`config.mk`:
```
export PLATFORM = sky130hd
export DESIGN_NAME = mlacc_trace_packer_flat
export DESIGN_NICKNAME = d
export VERILOG_FILES = /design/src/rtl/mlacc_trace_pkg.sv /design/src/rtl/mlacc_trace_packer_if.sv /design/src/rtl/mlacc_trace_fifo.sv /design/src/rtl/mlacc_trace_packer.sv /design/src/flat_wrapper.sv
export SDC_FILE = /design/constraint.sdc
export NUM_CORES = 2
export LEC_CHECK = 0
export ABC_CLOCK_PERIOD_IN_PS = 18300
export CAP_MARGIN = 20
export CORE_ASPECT_RATIO = 1.25
export CORE_MARGIN = 10
export CORE_UTILIZATION = 45
export CTS_BUF_LIST = sky130_fd_sc_hd__clkbuf_8
export CTS_CLUSTER_DIAMETER = 40
export CTS_CLUSTER_SIZE = 25
export DETAILED_ROUTE_END_ITERATION = 12
export MAX_ROUTING_LAYER = met4
export PLACE_DENSITY_LB_ADDON = 0.05
export SETUP_SLACK_MARGIN = 0.1
export SLEW_MARGIN = 20
export SYNTH_ARGS = -nofsm -noshare
export SYNTH_HDL_FRONTEND = slang
export SYNTH_SLANG_ARGS = --single-unit
```
`constraint.sdc`:
```
create_clock -name in_clk -period 18.3 [get_ports in_clk]
set_input_delay 2.745 -clock in_clk [delete_from_list [all_inputs] [get_ports in_clk]]
set_output_delay 2.745 -clock in_clk [all_outputs]
set_load 0.05 [all_outputs]
```
`src/rtl/mlacc_trace_pkg.sv`:
```
// Shared definitions for the trace packer.
//   - Field slice offsets into the 256-bit monitored_signal snapshot, in the
//     order the fields leave the stream after the timestamp word.
//   - Number of stream words per record and the index of the final beat.
//   - Serializer state encoding.
package mlacc_trace_pkg;

  localparam int MON_F0_LSB    = 0;
  localparam int MON_F1_LSB    = 64;
  localparam int MON_F2_LSB    = 224;
  localparam int MON_F3_LSB    = 192;
  localparam int MON_F4_LSB    = 160;
  localparam int MON_F5_LSB    = 128;

  localparam int WORDS_PER_REC = 7;
  localparam logic [2:0] LAST_BEAT = 3'(WORDS_PER_REC - 1);

  typedef enum logic {
    ST_IDLE = 1'b0,
    ST_SEND = 1'b1
  } state_t;

endpackage

```
`src/rtl/mlacc_trace_packer_if.sv`:
```
// Valid/ready output stream of the trace packer.
//   out_data  : one 32-bit record word
//   out_valid : word is valid
//   out_ready : consumer accepts the word
//   out_last  : final word (beat 6) of a record
// master = packer side, slave = consumer side.
interface mlacc_trace_packer_if #(
  parameter int DATA_W = 32
) ();
  logic [DATA_W-1:0] out_data;
  logic              out_valid;
  logic              out_ready;
  logic              out_last;

  modport master (
    output out_data,
    output out_valid,
    output out_last,
    input  out_ready
  );

  modport slave (
    input  out_data,
    input  out_valid,
    input  out_last,
    output out_ready
  );
endinterface

```
`src/rtl/mlacc_trace_fifo.sv`:
```
// Synchronous record FIFO, 2^DEPTH_LOG2 entries of WIDTH bits.
//   i_clk, i_rst_n  : clock, synchronous active-low reset (pointers only)
//   i_push, i_wdata : write one entry (caller guarantees not full)
//   i_pop           : drop the head entry (caller guarantees not empty)
//   o_rdata         : head entry (combinational read of registered pointer)
//   o_rdata_next    : entry behind the head, used for gapless record switch
//   o_level         : stored entries, derived from pointers with wrap bit
//   o_full, o_empty : level == depth / level == 0
module mlacc_trace_fifo #(
  parameter int WIDTH      = 224,
  parameter int DEPTH_LOG2 = 4
) (
  input  logic                  i_clk,
  input  logic                  i_rst_n,
  input  logic                  i_push,
  input  logic [WIDTH-1:0]      i_wdata,
  input  logic                  i_pop,
  output logic [WIDTH-1:0]      o_rdata,
  output logic [WIDTH-1:0]      o_rdata_next,
  output logic [DEPTH_LOG2:0]   o_level,
  output logic                  o_full,
  output logic                  o_empty
);

  localparam int DEPTH = 1 << DEPTH_LOG2;
  localparam logic [DEPTH_LOG2:0] LVL_FULL = {1'b1, {DEPTH_LOG2{1'b0}}};

  logic [WIDTH-1:0]      r_mem [DEPTH];
  logic [DEPTH_LOG2:0]   r_wr_ptr;
  logic [DEPTH_LOG2:0]   r_rd_ptr;
  logic [DEPTH_LOG2-1:0] w_rd_idx_next;

  always_ff @(posedge i_clk) begin
    if (!i_rst_n) begin
      r_wr_ptr <= '0;
      r_rd_ptr <= '0;
    end else begin
      if (i_push) r_wr_ptr <= r_wr_ptr + 1'b1;
      if (i_pop)  r_rd_ptr <= r_rd_ptr + 1'b1;
    end
  end

  // Storage carries no reset; only entries between the pointers are meaningful.
  always_ff @(posedge i_clk) begin
    if (i_push) r_mem[r_wr_ptr[DEPTH_LOG2-1:0]] <= i_wdata;
  end

  assign w_rd_idx_next = r_rd_ptr[DEPTH_LOG2-1:0] + 1'b1;
  assign o_rdata       = r_mem[r_rd_ptr[DEPTH_LOG2-1:0]];
  assign o_rdata_next  = r_mem[w_rd_idx_next];
  assign o_level       = r_wr_ptr - r_rd_ptr;
  assign o_full        = (o_level == LVL_FULL);
  assign o_empty       = (o_level == '0);

endmodule

```
`src/rtl/mlacc_trace_packer.sv`:
```
// Trace packer: captures a timestamp plus six 32-bit fields of
// monitored_signal on every ila_trig, queues the records and serializes each
// as 7 words on a valid/ready stream. Records that arrive while the queue is
// full are counted in a saturating drop counter and flag a sticky overflow.
//   in_clk, in_reset : clock, synchronous active-low reset
//   ila_trig         : capture strobe
//   monitored_signal : 256-bit snapshot bus
//   strm             : output stream (out_data/out_valid/out_ready/out_last)
//   fifo_level       : records held, including the one being sent
//   drop_count       : records discarded while full (saturating)
//   overflow         : sticky, set on the first drop
module mlacc_trace_packer
  import mlacc_trace_pkg::*;
#(
  parameter int DATA_W     = 32,
  parameter int DEPTH_LOG2 = 4,
  parameter int CNT_W      = 16
) (
  input  logic                  in_clk,
  input  logic                  in_reset,
  input  logic                  ila_trig,
  input  logic [255:0]          monitored_signal,
  mlacc_trace_packer_if.master  strm,
  output logic [DEPTH_LOG2:0]   fifo_level,
  output logic [CNT_W-1:0]      drop_count,
  output logic                  overflow
);

  localparam int REC_W = WORDS_PER_REC * DATA_W;
  localparam logic [DEPTH_LOG2:0] LVL_ONE = {{DEPTH_LOG2{1'b0}}, 1'b1};

  function automatic logic [CNT_W-1:0] sat_inc(input logic [CNT_W-1:0] v);
    return (&v) ? v : v + 1'b1;
  endfunction

  function automatic logic [DATA_W-1:0] rec_word(input logic [REC_W-1:0] rec,
                                                 input logic [2:0]       idx);
    return rec[int'(idx)*DATA_W +: DATA_W];
  endfunction

  state_t              r_state, w_state_nxt;
  logic [2:0]          r_beat, w_beat_nxt, w_beat_inc;
  logic                r_valid, w_valid_nxt;
  logic                r_last, w_last_nxt;
  logic [DATA_W-1:0]   r_data, w_data_nxt;
  logic [DATA_W-1:0]   r_ts;
  logic [CNT_W-1:0]    r_drop;
  logic                r_ovf;

  logic [REC_W-1:0]    w_rec, w_head, w_head_next, w_next_rec;
  logic [DEPTH_LOG2:0] w_level;
  logic                w_full, w_empty;
  logic                w_push, w_drop, w_hs, w_pop, w_more_after_pop;
  logic                w_unused_mon;

  // Word 0 sits at the LSB so beat n is rec[n*DATA_W +: DATA_W].
  assign w_rec = {monitored_signal[MON_F5_LSB +: DATA_W],
                  monitored_signal[MON_F4_LSB +: DATA_W],
                  monitored_signal[MON_F3_LSB +: DATA_W],
                  monitored_signal[MON_F2_LSB +: DATA_W],
                  monitored_signal[MON_F1_LSB +: DATA_W],
                  monitored_signal[MON_F0_LSB +: DATA_W],
                  r_ts};
  assign w_unused_mon = ^{monitored_signal[127:96], monitored_signal[63:32]};

  // Fullness uses the registered level, so a pop in the same cycle does not
  // make room for the incoming record.
  assign w_push = ila_trig & ~w_full;
  assign w_drop = ila_trig &  w_full;

  assign w_hs       = r_valid & strm.out_ready;
  assign w_pop      = (r_state == ST_SEND) & w_hs & (r_beat == LAST_BEAT);
  assign w_beat_inc = r_beat + 3'd1;

  // After the final beat the next head is either already stored behind the
  // current one, or is the record being captured in this very cycle.
  assign w_more_after_pop = (w_level > LVL_ONE) | w_push;
  assign w_next_rec       = (w_level > LVL_ONE) ? w_head_next : w_rec;

  mlacc_trace_fifo #(
    .WIDTH      (REC_W),
    .DEPTH_LOG2 (DEPTH_LOG2)
  ) u_fifo (
    .i_clk        (in_clk),
    .i_rst_n      (in_reset),
    .i_push       (w_push),
    .i_wdata      (w_rec),
    .i_pop        (w_pop),
    .o_rdata      (w_head),
    .o_rdata_next (w_head_next),
    .o_level      (w_level),
    .o_full       (w_full),
    .o_empty      (w_empty)
  );

  always_comb begin
    w_state_nxt = r_state;
    w_beat_nxt  = r_beat;
    w_valid_nxt = r_valid;
    w_last_nxt  = r_last;
    w_data_nxt  = r_data;
    case (r_state)
      ST_IDLE: begin
        if (!w_empty) begin
          w_state_nxt = ST_SEND;
          w_beat_nxt  = 3'd0;
          w_valid_nxt = 1'b1;
          w_last_nxt  = 1'b0;
          w_data_nxt  = rec_word(w_head, 3'd0);
        end
      end
      ST_SEND: begin
        if (w_hs) begin
          if (r_beat == LAST_BEAT) begin
            w_beat_nxt = 3'd0;
            w_last_nxt = 1'b0;
            if (w_more_after_pop) begin
              w_data_nxt = rec_word(w_next_rec, 3'd0);
            end else begin
              w_state_nxt = ST_IDLE;
              w_valid_nxt = 1'b0;
              w_data_nxt  = '0;
            end
          end else begin
            w_beat_nxt = w_beat_inc;
            w_last_nxt = (w_beat_inc == LAST_BEAT);
            w_data_nxt = rec_word(w_head, w_beat_inc);
          end
        end
      end
      default: begin
        w_state_nxt = ST_IDLE;
        w_valid_nxt = 1'b0;
      end
    endcase
  end

  always_ff @(posedge in_clk) begin
    if (!in_reset) begin
      r_state <= ST_IDLE;
      r_beat  <= 3'd0;
      r_valid <= 1'b0;
      r_last  <= 1'b0;
      r_data  <= '0;
      r_ts    <= '0;
      r_drop  <= '0;
      r_ovf   <= 1'b0;
    end else begin
      r_state <= w_state_nxt;
      r_beat  <= w_beat_nxt;
      r_valid <= w_valid_nxt;
      r_last  <= w_last_nxt;
      r_data  <= w_data_nxt;
      r_ts    <= r_ts + 1'b1;
      if (w_drop) begin
        r_drop <= sat_inc(r_drop);
        r_ovf  <= 1'b1;
      end
    end
  end

  assign strm.out_data  = r_data;
  assign strm.out_valid = r_valid;
  assign strm.out_last  = r_last;
  assign fifo_level     = w_level;
  assign drop_count     = r_drop;
  assign overflow       = r_ovf;

endmodule

```
`src/flat_wrapper.sv`:
```
// flat-port wrapper written by rule: the top's interface ports become plain ports
module mlacc_trace_packer_flat import mlacc_trace_pkg::*;
#(
  parameter int DATA_W     = 32,
  parameter int DEPTH_LOG2 = 4,
  parameter int CNT_W      = 16
)
  (in_clk, in_reset, ila_trig, monitored_signal, fifo_level, drop_count, overflow, strm_out_data, strm_out_valid, strm_out_last, strm_out_ready);
  mlacc_trace_packer_if #(.DATA_W(DATA_W)) strm_i ();
  input  logic in_clk;
  input  logic in_reset;
  input  logic ila_trig;
  input  logic [255:0] monitored_signal;
  output logic [DEPTH_LOG2:0] fifo_level;
  output logic [CNT_W-1:0] drop_count;
  output logic overflow;
  output wire logic [$bits(strm_i.out_data)-1:0] strm_out_data;
  output wire logic [$bits(strm_i.out_valid)-1:0] strm_out_valid;
  output wire logic [$bits(strm_i.out_last)-1:0] strm_out_last;
  input wire logic [$bits(strm_i.out_ready)-1:0] strm_out_ready;
  assign strm_out_data = strm_i.out_data;
  assign strm_out_valid = strm_i.out_valid;
  assign strm_out_last = strm_i.out_last;
  assign strm_i.out_ready = strm_out_ready;
  mlacc_trace_packer #(.DATA_W(DATA_W), .DEPTH_LOG2(DEPTH_LOG2), .CNT_W(CNT_W)) u_core (.in_clk(in_clk), .in_reset(in_reset), .ila_trig(ila_trig), .monitored_signal(monitored_signal), .strm(strm_i), .fifo_level(fifo_level), .drop_count(drop_count), .overflow(overflow));
endmodule
```
# Word level (Yosys, flattened, before mapping)
# Memory sizes are Yosys's and may differ from the RTL's. A register that Yosys moved wholly into a read port is not among the register bits.
# Index checks and enable logic that the tools add are counted.
dict set report word_totals {
  romBits 0
  register_bits 97
  n_memories 1
  latch_bits 0
  inputBits 260
  output_inout_bits 56
  elab_cells 69
  ramBits 3584
}
dict set report classes {
  n_mul 0
  addsub 7
  shifts 1
  magnitude_cmp 1
  bitwise_logic 9
  muxes 28
  n_reduce_logical 5
  n_div 0
  n_eq_ne 7
}
# name depth word_bits rd rd_ports_with_merged_regs write_ports line
set mem_list {}
lappend mem_list {u_core.u_fifo.r_mem 16 224 2 1 1 mlacc_trace_fifo.sv:28} ;# logic [WIDTH-1:0] r_mem [DEPTH];
# operator count
set ops {}
lappend ops {{224-bit by 9-bit indexed part select with 32-bit output} 1}
lappend ops {{32-bit two-way mux} 5}
lappend ops {{32-bit one-hot mux with 2 select lines} 1}
lappend ops {{32-bit by 1-bit adder with 32-bit output (second input constant)} 1}
lappend ops {{16-bit by 1-bit adder with 16-bit output (second input constant)} 1}
lappend ops {{16-bit AND reduction} 1}
lappend ops {{1-bit two-way mux} 13}
lappend ops {{5-bit by 1-bit adder with 5-bit output (second input constant)} 2}
lappend ops {{3-bit two-way mux} 3}
lappend ops {{4-bit two-way mux} 2}
lappend ops {{2-bit inequality test (second input constant)} 4}
lappend ops {{3-bit == test (second input constant)} 2}
lappend ops {{1-bit one-hot mux with 2 select lines} 3}
lappend ops {{3-bit one-hot mux with 2 select lines} 1}
lappend ops {{1-bit bitwise AND} 5}
lappend ops {{5-bit == test (second input constant)} 1}
lappend ops {{5-bit by 1-bit > comparator with 1-bit output (second input constant)} 1}
lappend ops {{5-bit zero test} 1}
lappend ops {{5-bit subtractor} 1}
lappend ops {{4-bit by 1-bit adder with 4-bit output (second input constant)} 1}
lappend ops {{2-bit AND reduction} 2}
lappend ops {{4-bit AND reduction} 1}
lappend ops {{3-bit by 1-bit adder with 3-bit output (second input constant)} 1}
lappend ops {{1-bit inverter} 3}
lappend ops {{1-bit bitwise OR} 1}

# Depth between registers and ports, before layout
dict set report depth {
  depth_word 9
  ltp_mapped 15
  depth_no_buf 11
}

# Cells and area by module
# Synthesis repeated with hierarchy kept, for this count alone.
dict set report unflattened {
  hier_cells 7645
  hier_area_um2 169010.8
}
# mod n_inst area_each_um2 cells_each seq_area_each_um2
set modules_own_cells {}
lappend modules_own_cells {mlacc_trace_fifo 1 162171.8 6817 107903.5}
lappend modules_own_cells {mlacc_trace_packer 1 6839.1 828 1741.7}

# Worst setup path before layout
# No wires, ideal clock.
dict set report synth_path {
  path_kind {input to register}
  start {input ila_trig}
  end {memory u_core.u_fifo.r_mem[3][0] (enable)}
  n_path_buf 1
  slack_ns -1.483
  path_stages 5
  t_required_ns 17.216
  arrival_ns 18.700
  setup_time_ns 1.084
  path_cell_list {clkbuf_1 inv_1 nor2_1 nand2_1 nor3_1}
}
dict set report synth_via {
  elab_chain_len 3
}
# element line
set synth_rtl {}
lappend synth_rtl {{from (decl)} flat_wrapper.sv:12} ;# input logic ila_trig;
lappend synth_rtl {{1-bit bitwise AND} mlacc_trace_packer.sv:68} ;# assign w_push = ila_trig & ~w_full;
lappend synth_rtl {{1-bit two-way mux} mlacc_trace_fifo.sv:45} ;# if (i_push) r_mem[r_wr_ptr[DEPTH_LOG2-1:0]] <= i_wdata;
lappend synth_rtl {{1-bit two-way mux (implied by the code)} mlacc_trace_fifo.sv:45}
lappend synth_rtl {{to (decl)} mlacc_trace_fifo.sv:28}
# No other way between the ends.

# Final worst setup path
dict set report layout_path {
  start {register u_core.u_fifo.r_rd_ptr[0]}
  end {output fifo_level[4]}
}
dict set report layout_via {
  elab_chain_len 1
}
# element line
set layout_rtl {}
lappend layout_rtl {{from (decl)} mlacc_trace_fifo.sv:30} ;# logic [DEPTH_LOG2:0] r_rd_ptr;
lappend layout_rtl {{from (signal assigned)} mlacc_trace_fifo.sv:39} ;# if (i_pop) r_rd_ptr <= r_rd_ptr + 1'b1;
lappend layout_rtl {{5-bit subtractor} mlacc_trace_fifo.sv:51} ;# assign o_level = r_wr_ptr - r_rd_ptr;
lappend layout_rtl {{to (decl)} flat_wrapper.sv:14} ;# output logic [DEPTH_LOG2:0] fifo_level;
# No other way between the ends.

==> impl_metrics.json <==
{
  "outcome": "complete, no violations",
  "rsz0062_at_grt": "false",
  "cts_resized": 0,
  "synthTopCellsByArea": "edfxtp_1, mux4_2, mux2i_1",
  "fin_tns_setup_ps": 0,
  "met2_usage_pct": 43.61,
  "max_freq_mhz": 154.0,
  "layout_setup_ws_ps": 11810,
  "fin_crit_sh_pct": 35.49,
  "pre_cts_ws_ps": 10750,
  "first_pass_iters": 8,
  "synthXorXnorAreaFrac_pct": 0.3058,
  "pwr-share-clk_pct": 41.5,
  "pwr-share-seq_pct": 54.6,
  "synth_compound_area_share_pct": 2.862,
  "vias": 75556,
  "finClkSkew_ps": 84.57,
  "final_max_slew_viol_count": 0,
  "dp_hpwl_um": 257100,
  "peakVddDrop_mv": 0.07833,
  "startpoint_type": "flop",
  "total_power_w": 0.01727,
  "syn_area_um2": 146100,
  "setup_viol": 0,
  "p_leak_nw": 50.54,
  "netlist_instances": 6817,
  "pwr-share-comb_pct": 3.9,
  "viasPerCell": 6.260,
  "cts.path.max_buffers": 4,
  "initial_core_util_pct": 45.26,
  "wl_um": 453000,
  "synth_top_family_by_area": "multiplexers",
  "sw_frac_of_total_pct": 23.29,
  "async_flop_share_pct": 0,
  "die_w_um": 529.6,
  "drive_gt1_share_pct": 27.81,
  "hold_buffers": 0,
  "tightest_slew_ps": 1277,
  "detail_route.wl_per_cell_um": 37.54,
  "htreeDepth": 5,
  "yosys.area.top_type": "edfxtp_1",
  "max_cap_viol_count": 0,
  "grt_usage_pct": 26.34,
  "grt_pass1_wl_um": 627800,
  "critical_path.max_fanout": 15,
  "utilization_pct": 51.25,
  "crit_buf_inv": 2,
  "yosys.area_share.simple_pct": 2.177,
  "required_ps": 15550,
  "insertion_delay_ps": 1110,
  "area_growth_pct": 13.23,
  "cts-root-buf": "clkbuf_8",
  "path_cells": "ha_1 > inv_1 > fa_1 > nand3_1 > a21oi_1 > nor2_1 > clkdlybuf4s50_1",
  "startpoint": "u_core.u_fifo.r_rd_ptr[0]",
  "ys.flop_type": "edfxtp_1",
  "hp-start": "u_core.u_fifo.r_wr_ptr[4]",
  "cts_buffers": 486,
  "slowest_stage": "clkdlybuf4s50_1",
  "clkSinkCount": 3685,
  "globalRouteMet3Util_pct": 4.039,
  "critPathArrivalTime_ps": 3750,
  "grt_overflow_total": 0,
  "final_cell_mix": "edfxtp_1, mux4_2, clkbuf_8",
  "regToRegStartpoint": "u_core.u_fifo.r_rd_ptr[0]",
  "ant_nets": 0,
  "io_pins": 316,
  "grt_start_max_net_pins": 101,
  "cts.clk_slew.worst_paths_ps": 80,
  "fp.dieH_um": 657.0,
  "max_slew_margin_pct": 14.88,
  "synth_edf_count": 3584,
  "top_usage_layer": "met2",
  "core_area_um2": 322700,
  "grt.met1_usage_pct": 34.45,
  "cellInternalPower_w": 0.01325,
  "nets": 7660,
  "synth_adder_area_share_pct": 0.1336,
  "power.density_nw_per_um2": 104.4,
  "final-hold-violation-count": 0,
  "min_period_ps": 6494,
  "cts_tree": "yes",
  "n_fill_cell": 25585,
  "synthDistinctLibCells": 87,
  "crit_path_end_kind": "output pin",
  "synthesis.nets": 7092,
  "hp-class": "reg2reg",
  "slowest_delay_ps": 870,
  "grt_pass1_vias": 77890,
  "critPathTopFamily": "buffers and inverters",
  "yosys-mux-area-fraction_pct": 17.75,
  "ys_ff_latch": 3685,
  "die_area_um2": 348000,
  "path_class": "reg2out",
  "ys_warn_count": 0,
  "drt-initial-drc-count": 8024,
  "antenna_found_initial": 68,
  "post_cts_buffers": 0,
  "layout.cells.most_common": "edfxtp_1",
  "remaining_drc_errors": 0,
  "synth_top_area_share_pct": 73.67,
  "synth-seq-area-share_pct": 75.06,
  "port_buffers": 251,
  "p_switching_w": 0.004021,
  "placement_rows": 233,
  "gp_congestion": 0.7886,
  "avgSynthCellArea_um2": 21.43
}
flip-flops by register name (all words and copies together), names as in the netlist, named ones only:
register and flops:
u_core.drop_count 16, u_core.overflow 1, u_core.r_beat 3, u_core.r_state 1
u_core.r_ts 32, u_core.strm.out_data 32, u_core.strm.out_last 1, u_core.strm.out_valid 1
u_core.u_fifo.r_mem 3584, u_core.u_fifo.r_rd_ptr 5, u_core.u_fifo.r_wr_ptr 5
stage by stage:
stage                     hold slack [ps]  cells  instance area [um2]
after floorplan                     464.7   6817               146100
after global placement              489.3  11124               153800
after detailed placement            499.8  11125               153800
after CTS                           509.2  12038               165300
after global routing                545.2  12058               165400
final                               511.6  12069               165400
power by group through the flow:
stage / combinational (W) / sequential (W) / clock (W)
finish: 0.000669 / 0.00943 / 0.00717
global route: 0.000698 / 0.00943 / 0.00767
CTS: 0.000675 / 0.00943 / 0.00732
detailed placement: 0.000673 / 0.00962 / 0
global placement: 0.000663 / 0.00961 / 0
floorplan: 0.000219 / 0.00966 / 0
cell type report:
class | count | area (um2) | area share [%]
antenna | 29 | 72.57 | 0.04387
clock buffer | 492 | 6771 | 4.094
clock inverter | 421 | 4697 | 2.840
inverter | 22 | 102.6 | 0.06203
tap | 4230 | 5293 | 3.200
multi-input combinational | 2707 | 34280 | 20.72
sequential | 3685 | 109700 | 66.30
timing repair buffer | 483 | 4531 | 2.739
worst paths after layout:
path / end / slack (ps) / depth (start not counted)
worst max-delay path: fifo_level[4] / 11810 / 7
worst min-delay path: u_core.u_fifo.r_wr_ptr[4] / 510 / 2
worst max register to register: u_core.u_fifo.r_mem[12][175] / 11830 / 13
worst min register to register: u_core.u_fifo.r_wr_ptr[4] / 510 / 2
synth_stat cells (7+ instances only):
library cell / n
and3_1: 34
o211ai_1: 11
mux2i_1: 349
nand2b_1: 12
nand4_1: 28
inv_1: 21
ha_1: 14
nor4_1: 13
a221oi_1: 18
clkbuf_1: 119
o22ai_1: 47
nor2b_1: 16
a211oi_1: 22
or3_1: 10
edfxtp_1: 3584
a31oi_1: 50
a311oi_1: 10
a22oi_1: 110
nand2_1: 243
nand3_1: 95
o21ai_1: 9
buf_1: 35
xnor2_1: 32
a22o_1: 10
a21oi_1: 115
o21ai_0: 67
mux4_2: 976
nor3_1: 39
a32o_1: 16
o2111ai_1: 9
and2_1: 12
buf_4: 58
buf_2: 125
o221ai_1: 26
mux2_2: 40
dfxtp_1: 101
xor2_1: 19
buf_6: 62
a2111oi_0: 7
nor2_1: 139
cell families (layout without fill, tap and decap cells):
logic type / Yosys count / after routing
DFF: 3685 / 3685
AOI/OAI and AO/OA: 600 / 600
xor gates and xnor gates: 51 / 51
muxes: 1366 / 1366
adders and majority gates: 15 / 15
other: 0 / 29
and+or+nand+nor: 675 / 675
buffers and inverters: 425 / 1418
metal layers:
| layer | vias up | part of all wire, % |
|---|---|---|
| met3 | 644 | 6.6 |
| li1 | 30180 | - |
| met2 | 3062 | 51 |
| met1 | 41670 | 40 |
| met4 | 0 | 2.8 |
| met5 | - | 0 |
worst min-delay path: cells and delay by family (launching register included):
family	cells	cell delay, ps
AO/OA/AOI/OAI	2	140
flip-flops	1	330
No activity file was read; power rests on OpenSTA's default activity.
